**src/rtl/seq_multiplier_pkg.sv**
```systemverilog
// Shared types and sizing helpers for the sequential shift-and-add multiplier.
package seq_multiplier_pkg;

  typedef enum logic [1:0] {
    ST_IDLE = 2'd0,
    ST_RUN  = 2'd1,
    ST_DONE = 2'd2
  } state_t;

  localparam int DEFAULT_BITS  = 4;
  localparam int DEFAULT_CNT_W = $clog2(DEFAULT_BITS + 1);

  // Iteration counter width for a given operand width; must be able to hold BITS.
  function automatic int cnt_width(input int bits);
    return $clog2(bits + 1);
  endfunction

endpackage

```
**src/rtl/seq_multiplier.sv**
```systemverilog
// Unsigned shift-and-add multiplier: one partial-product step per clock,
// BITS steps per operation, then a one-cycle completion flag.
module seq_multiplier
  import seq_multiplier_pkg::*;
#(
  parameter int BITS = DEFAULT_BITS
) (
  input  logic                i_clock,
  input  logic                i_reset,
  input  logic                i_start,
  output logic                o_finished,
  input  logic [BITS-1:0]     i_multiplicand,
  input  logic [BITS-1:0]     i_multiplier,
  output logic [2*BITS-1:0]   o_product
);

  localparam int                CNT_W     = cnt_width(BITS);
  localparam int                PW        = 2 * BITS + 1;
  localparam logic [CNT_W-1:0]  LAST_ITER = CNT_W'(BITS - 1);

  state_t              r_state;
  state_t              w_next_state;
  logic [BITS-1:0]     r_a;
  logic [PW-1:0]       r_p;
  logic [CNT_W-1:0]    r_cnt;
  logic [2*BITS-1:0]   r_product;
  logic [BITS:0]       w_upper;
  logic [PW-1:0]       w_p_next;
  logic                w_last;

  assign w_last = (r_cnt == LAST_ITER);

  // One iteration: conditionally add A into the upper half, then shift right.
  always_comb begin
    w_upper = r_p[PW-1:BITS];
    if (r_p[0]) begin
      w_upper = r_p[PW-1:BITS] + {1'b0, r_a};
    end
    w_p_next = {1'b0, w_upper, r_p[BITS-1:1]};
  end

  // NOTE: sequential state uses non-blocking assignments so every register
  // samples pre-edge values regardless of process ordering.
  always_ff @(posedge i_clock or posedge i_reset) begin
    if (i_reset) begin
      r_state <= ST_IDLE;
    end else begin
      r_state <= w_next_state;
    end
  end

  // NOTE: the default assignment before the case keeps this purely
  // combinational; a missing branch would otherwise infer a latch.
  always_comb begin
    w_next_state = r_state;
    case (r_state)
      ST_IDLE: if (i_start) w_next_state = ST_RUN;
      ST_RUN:  if (w_last)  w_next_state = ST_DONE;
      ST_DONE: w_next_state = ST_IDLE;
      default: w_next_state = ST_IDLE;
    endcase
  end

  always_comb begin
    o_finished = (r_state == ST_DONE);
    o_product  = r_product;
  end

  // Multiplier B lives in the low half of P, so only A needs its own latch.
  always_ff @(posedge i_clock or posedge i_reset) begin
    if (i_reset) begin
      r_a       <= '0;
      r_p       <= '0;
      r_cnt     <= '0;
      r_product <= '0;
    end else begin
      case (r_state)
        ST_IDLE: begin
          if (i_start) begin
            r_a   <= i_multiplicand;
            r_p   <= {{(BITS + 1){1'b0}}, i_multiplier};
            r_cnt <= '0;
          end
        end
        ST_RUN: begin
          r_p   <= w_p_next;
          r_cnt <= r_cnt + CNT_W'(1);
          if (w_last) begin
            r_product <= w_p_next[2*BITS-1:0];
          end
        end
        default: ;
      endcase
    end
  end

endmodule

```
**config.mk**
```make
export PLATFORM = sky130hd
export DESIGN_NAME = seq_multiplier
export DESIGN_NICKNAME = d
export VERILOG_FILES = /design/src/rtl/seq_multiplier_pkg.sv /design/src/rtl/seq_multiplier.sv
export SDC_FILE = /design/constraint.sdc
export NUM_CORES = 1
export LEC_CHECK = 0
export ABC_AREA = 1
export BUFFER_PORTS_ARGS = -buffer_cell sky130_fd_sc_hd__buf_2
export CORE_ASPECT_RATIO = 1.25
export CORE_MARGIN = 5
export CORE_UTILIZATION = 49
export CTS_CLUSTER_DIAMETER = 40
export DETAILED_ROUTE_END_ITERATION = 6
export GPL_TIMING_DRIVEN = 0
export PLACE_DENSITY = 0.8
export SETUP_SLACK_MARGIN = 0.05
export SYNTH_ARGS = -nofsm -noshare
export SYNTH_HDL_FRONTEND = slang
export SYNTH_SLANG_ARGS = --single-unit
```
**constraint.sdc**
```tcl
create_clock -name i_clock -period 1.6 [get_ports i_clock]
set_input_delay 0.32 -clock i_clock [delete_from_list [all_inputs] [get_ports i_clock]]
set_output_delay 0.32 -clock i_clock [all_outputs]
set_load 0.005 [all_outputs]
```
Word-level counts from Yosys, hierarchy flattened
Cells that the tools add are included.
{"block": "totals", "wordCells": 26, "input_bits": 11, "reg_bits": 26}
{"block": "classes", "add_sub_neg": 2, "eq_ne": 5, "n_reduce_logical": 6, "n_mux": 8}
{"op": "$pmux 9 s2", "count": 1}
{"op": "$mux 9", "count": 1}
{"op": "$reduce_and 2->1", "count": 4}
{"op": "$pmux 3 s2", "count": 1}
{"op": "$add 5x4->5", "count": 1}
{"op": "$mux 5", "count": 1}
{"op": "$mux 2", "count": 2}
{"op": "$ne 2x2->1 const B", "count": 2}
{"op": "$pmux 2 s2", "count": 1}
{"op": "$add 3x1->3 const B", "count": 1}
{"op": "$eq 3x2->1 const B", "count": 1}
{"op": "$mux 3", "count": 1}
{"op": "$eq 2x1->1 const B", "count": 1}
{"op": "$eq 2x2->1 const B", "count": 1}
{"op": "$logic_not 2->1", "count": 1}
{"op": "$reduce_bool 2->1", "count": 1}

Depth between registers and ports, before layout
{"block": "depth", "word_depth": 3, "mapped_depth": 7, "depth_no_buf": 7}

Worst setup path before layout
OpenSTA, ideal clock, no wires.
{"block": "synth_path", "path_type": "flip-flop to flip-flop", "start": "register r_a[0]", "end": "register r_product[5], in the netlist o_product[5]", "setup_time_ns": 0.083, "path_stages_with_launch": 8, "slack_ns": 0.098, "t_required_ns": 1.517, "synth_period_minus_slack_ns": 1.502, "arrival_time_ns": 1.419, "path_cell_list": "dfrtp_1 -> ha_1 -> fa_1 -> nand2_1 -> inv_1 -> o21ai_0 -> o21ai_0 -> o21ai_0"}
{"block": "synth_via", "elab_chain_len": 2}
{"element": "from (decl)", "line": "seq_multiplier.sv:23", "source": "logic [BITS-1:0] r_a;"}
{"element": "from (signal assigned)", "line": "seq_multiplier.sv:80", "source": "r_a <= i_multiplicand;"}
{"element": "$add 5x4->5", "line": "seq_multiplier.sv:37", "source": "w_upper = r_p[PW-1:BITS] + {1'b0, r_a};"}
{"element": "$mux 5", "line": "seq_multiplier.sv:36", "source": "if (r_p[0]) begin"}
{"element": "to (signal assigned)", "line": "seq_multiplier.sv:89", "source": "r_product <= w_p_next[2*BITS-1:0];"}
{"element": "to (decl)", "line": "seq_multiplier.sv:26", "source": "logic [2*BITS-1:0] r_product;"}
No other way between the ends.
A chain may end at the register's enable or synchronous reset.

Worst setup path in the final report
{"block": "layout_path", "start": "register r_a[0]", "end": "register r_p[4]"}
{"block": "layout_via", "elab_chain_len": 3}
{"element": "$add 5x4->5", "line": "seq_multiplier.sv:37"}
{"element": "$mux 5", "line": "seq_multiplier.sv:36"}
{"element": "$pmux 9 s2", "line": "seq_multiplier.sv:77", "source": "case (r_state)"}
{"element": "to (signal assigned)", "line": "seq_multiplier.sv:81", "source": "r_p <= {{(BITS + 1){1'b0}}, i_multiplier};"}
{"element": "to (signal assigned)", "line": "seq_multiplier.sv:86", "source": "r_p <= w_p_next;"}
{"element": "to (decl)", "line": "seq_multiplier.sv:24", "source": "logic [PW-1:0] r_p;"}
No other way between the ends.

==> flow_summary_export.csv <==
group,metric,value,unit
run_status,status,"finished, final reports clean",
timing,worst_pin_slew,0.927,ns
critical_path,required,1.84,ns
timing,final_hold_viol_count,0,
critical_path,cp_slowest_cell,"fa_2",
floorplan,row_count,20,
power,pwr-share-clk,10.4,%
clock_tree,cts_max_path_buffers,2,
grt,antenna_found_initial,0,
synthesis,ys_top_cells_by_count,"nand2_1 (37), dfrtp_1 (25), o21ai_0 (16)",
synthesis,yosysWarnings,0,
power,power_frac_comb,49.3,%
place,post_dp_cell_area,1330,sq um
place,portBuffers,19,
grt,track_usage,14.5,%
timing,rsz0062_at_grt,"true",
floorplan,dieHeight,65.1,um
critical_path,worst-path-buf-inv,0,
worst_hold_path,hold_path_class,"input pin to asynchronous set/reset pin",
clock_tree,numCtsBuffers,3,
critical_path,worstSetupStartpointType,"flip-flop",
route,drt_iter0_markers,25,
finish,final_area,1380,sq um
route,vias,973,
grt,grt_max_degree,26,
clock_tree,h-tree-depth,1,
timing,fin_worst_skew,0.00886,ns
synthesis,postSynthCellCount,134,
synthesis,ys.flop_type,"dfrtp_1",
critical_path,end_kind,"flip-flop",
synthesis,ys_seq_elements,25,
finish,antenna_cells,0,
floorplan,die_x,54.1,um
synthesis,synth_top_area_share,52.5,%
timing,finalMaxSlewViolations,0,
synthesis,syn_area,1190,sq um
finish,final-instance-count-excl-fill,190,
clock_tree,cts_root_buffer,"clkbuf_4",
power,p_int,0.00155,W
place,place.detailed.hpwl,1780,um
route,drcViolationCount,0,
place,gp_congestion,0.850,
power,swShare,42.1,%
synthesis,synthArstFlopShare,100,%
floorplan,initial_core_util,50.1,%
route,wl,2310,um
critical_path,slowest_delay,0.51,ns
power,power_density,1940,nW/um^2
power,p_switching,0.00113,W
synthesis,netlist-cell-type-count,18,
power,static-leakage-power,0.742,nW
timing,fin_crit_sh,92.8,%
finish,fin_nets,176,
power,ir_drop,962,uV
floorplan,dieArea,3520,sq um
synthesis,yosysMostFrequentCell,"nand2_1",
grt,first_global_vias,932,
clock_tree,hold_buffers,0,
timing,finalCriticalPeriod,1.49,ns
critical_path,crit_fanout,3,
route,avgRoutedWirePerCell,12.2,um
grt,grt_pass1_wl,3850,um
timing,max_slew_margin,38.2,%
clock_tree,cts_tree,"done",
route,drt_pass1_iterations,6,
timing,setup_viol_count_final,0,
synthesis,synth_edf_count,0,
flow_run,maxCapViolations,0,
route,ant_nets,0,
synthesis,yosys-top-cells-area,"dfrtp_1 (53%), nand2_1 (12%), o21ai_0 (6.7%)",
synthesis,synth_seq_area_share,52.5,%
grt,gr-total-overflow,0,
finish,area_growth,16.2,%
critical_path,crit_family,"adder cells",
critical_path,cpMostUsedCell,"nand2_1",
critical_path,path_cells,"ha_4 -> fa_2 -> nand2_1 -> o21ai_2 -> nand2_1 -> o21ai_0",
timing,fmax,673,MHz
synthesis,synth_top_area_cell,"dfrtp_1",
synthesis,syn_avg_cell_area,8.89,sq um
critical_path,worst-setup-path-type,"flip-flop to flip-flop",
floorplan,coreArea,2380,sq um
clock_tree,path_clk_slew,0.14,ns
route,via_per_inst,5.12,
finish,layout-drive-gt1-share,24.8,%
critical_path,worstPathArrival,1.73,ns
floorplan,boundaryPins,20,
clock_tree,clkLatencyLatePin,0.32,ns
power,p_seq_share,40.3,%
synthesis,synth.net_count,152,
place,dp_cells,186,
clock_tree,clock-sinks,25,
## path summary, 6_finish.rpt
kind / cells past startpoint / from / slack (ns) / endpoint
min in group i_clock: 3 / i_multiplicand[2] / 0.20 / r_a[2]
max in group asynchronous: 2 / i_reset / 0.85 / r_a[2]
worst min register to register: 2 / o_product[6] / 0.49 / o_product[6]
worst max register to register: 6 / r_a[0] / 0.11 / r_p[4]
worst max-delay path: 6 / r_a[0] / 0.11 / r_p[4]
worst min-delay path: 2 / i_reset / 0.18 / o_product[2]
## routing by layer
metal,track usage [%],share of wire (%),up-vias
li1,-,-,482
met1,17.8,42,456
met2,24.5,52,28
met3,1.59,3.5,7
met4,6.85,2.5,0
met5,0,0,-
## final cells by class
cell class,count,area (sq um)
Inverter,16,60.1
Clock buffer,3,22.5
Sequential cell,25,626
Timing Repair Buffer,19,95.1
Buffer,3,27.5
Tap cell,33,41.3
Multi-Input combinational cell,90,507
Fill cell,198,993
Clock inverter,1,5.00
## sequential cells by signal (all words and copies together) (netlist names)
register,cells
r_cnt,3
r_state,2
r_p,8
r_a,4
o_product,8
## cells by family after synthesis
| kind of cell | share of synthesized area, % |
|---|---|
| simple gates | 19.3 |
| compound gates | 12.8 |
| flops | 52.5 |
| buf+inv | 7.35 |
| fa+ha+maj | 7.98 |
## cell usage in the layout (no fill, tap or decap), types with 5 or more instances in the layout
| cell type | instances |
|---|---|
| dfrtp_1 | 25 |
| o21ai_1 | 5 |
| nor2_1 | 7 |
| inv_1 | 13 |
| a21oi_1 | 6 |
| nand2_1 | 36 |
| buf_2 | 20 |
| nand3_1 | 6 |
| ha_1 | 5 |
| o21ai_0 | 11 |
## stage by stage
stage	power, W	hold slack, ns	TNS [ns]	worst slack, ns	utilization [%]
CTS	0.00262	0.192	0	0.0708	57.2
global placement	0.00224	0.457	-0.00537	-0.00537	55.8
global route	0.00294	0.192	0	0.0394	58.2
floorplan	0.00198	0.347	0	0.0983	-
finish	0.00268	0.177	0	0.115	58.2
detailed placement	0.00232	0.462	-0.238	-0.114	55.8
## power groups by stage
stage | combinational, W | clock [W] | sequential, W
after CTS | 0.00126 | 0.000289 | 0.00107
after global placement | 0.00118 | 0 | 0.00106
after floorplan | 0.000916 | 0 | 0.00106
after detailed placement | 0.00124 | 0 | 0.00108
final | 0.00132 | 0.000279 | 0.00108
after global routing | 0.00152 | 0.000309 | 0.00111
## timing repair
item	CTS	global route
endpoints found under the setup margin	4	5
endpoints found under the hold margin	0	0
pin swaps	0	0
setup buffers	0	0
resized for setup	6	6
No activity file was read; power rests on OpenSTA's default activity.
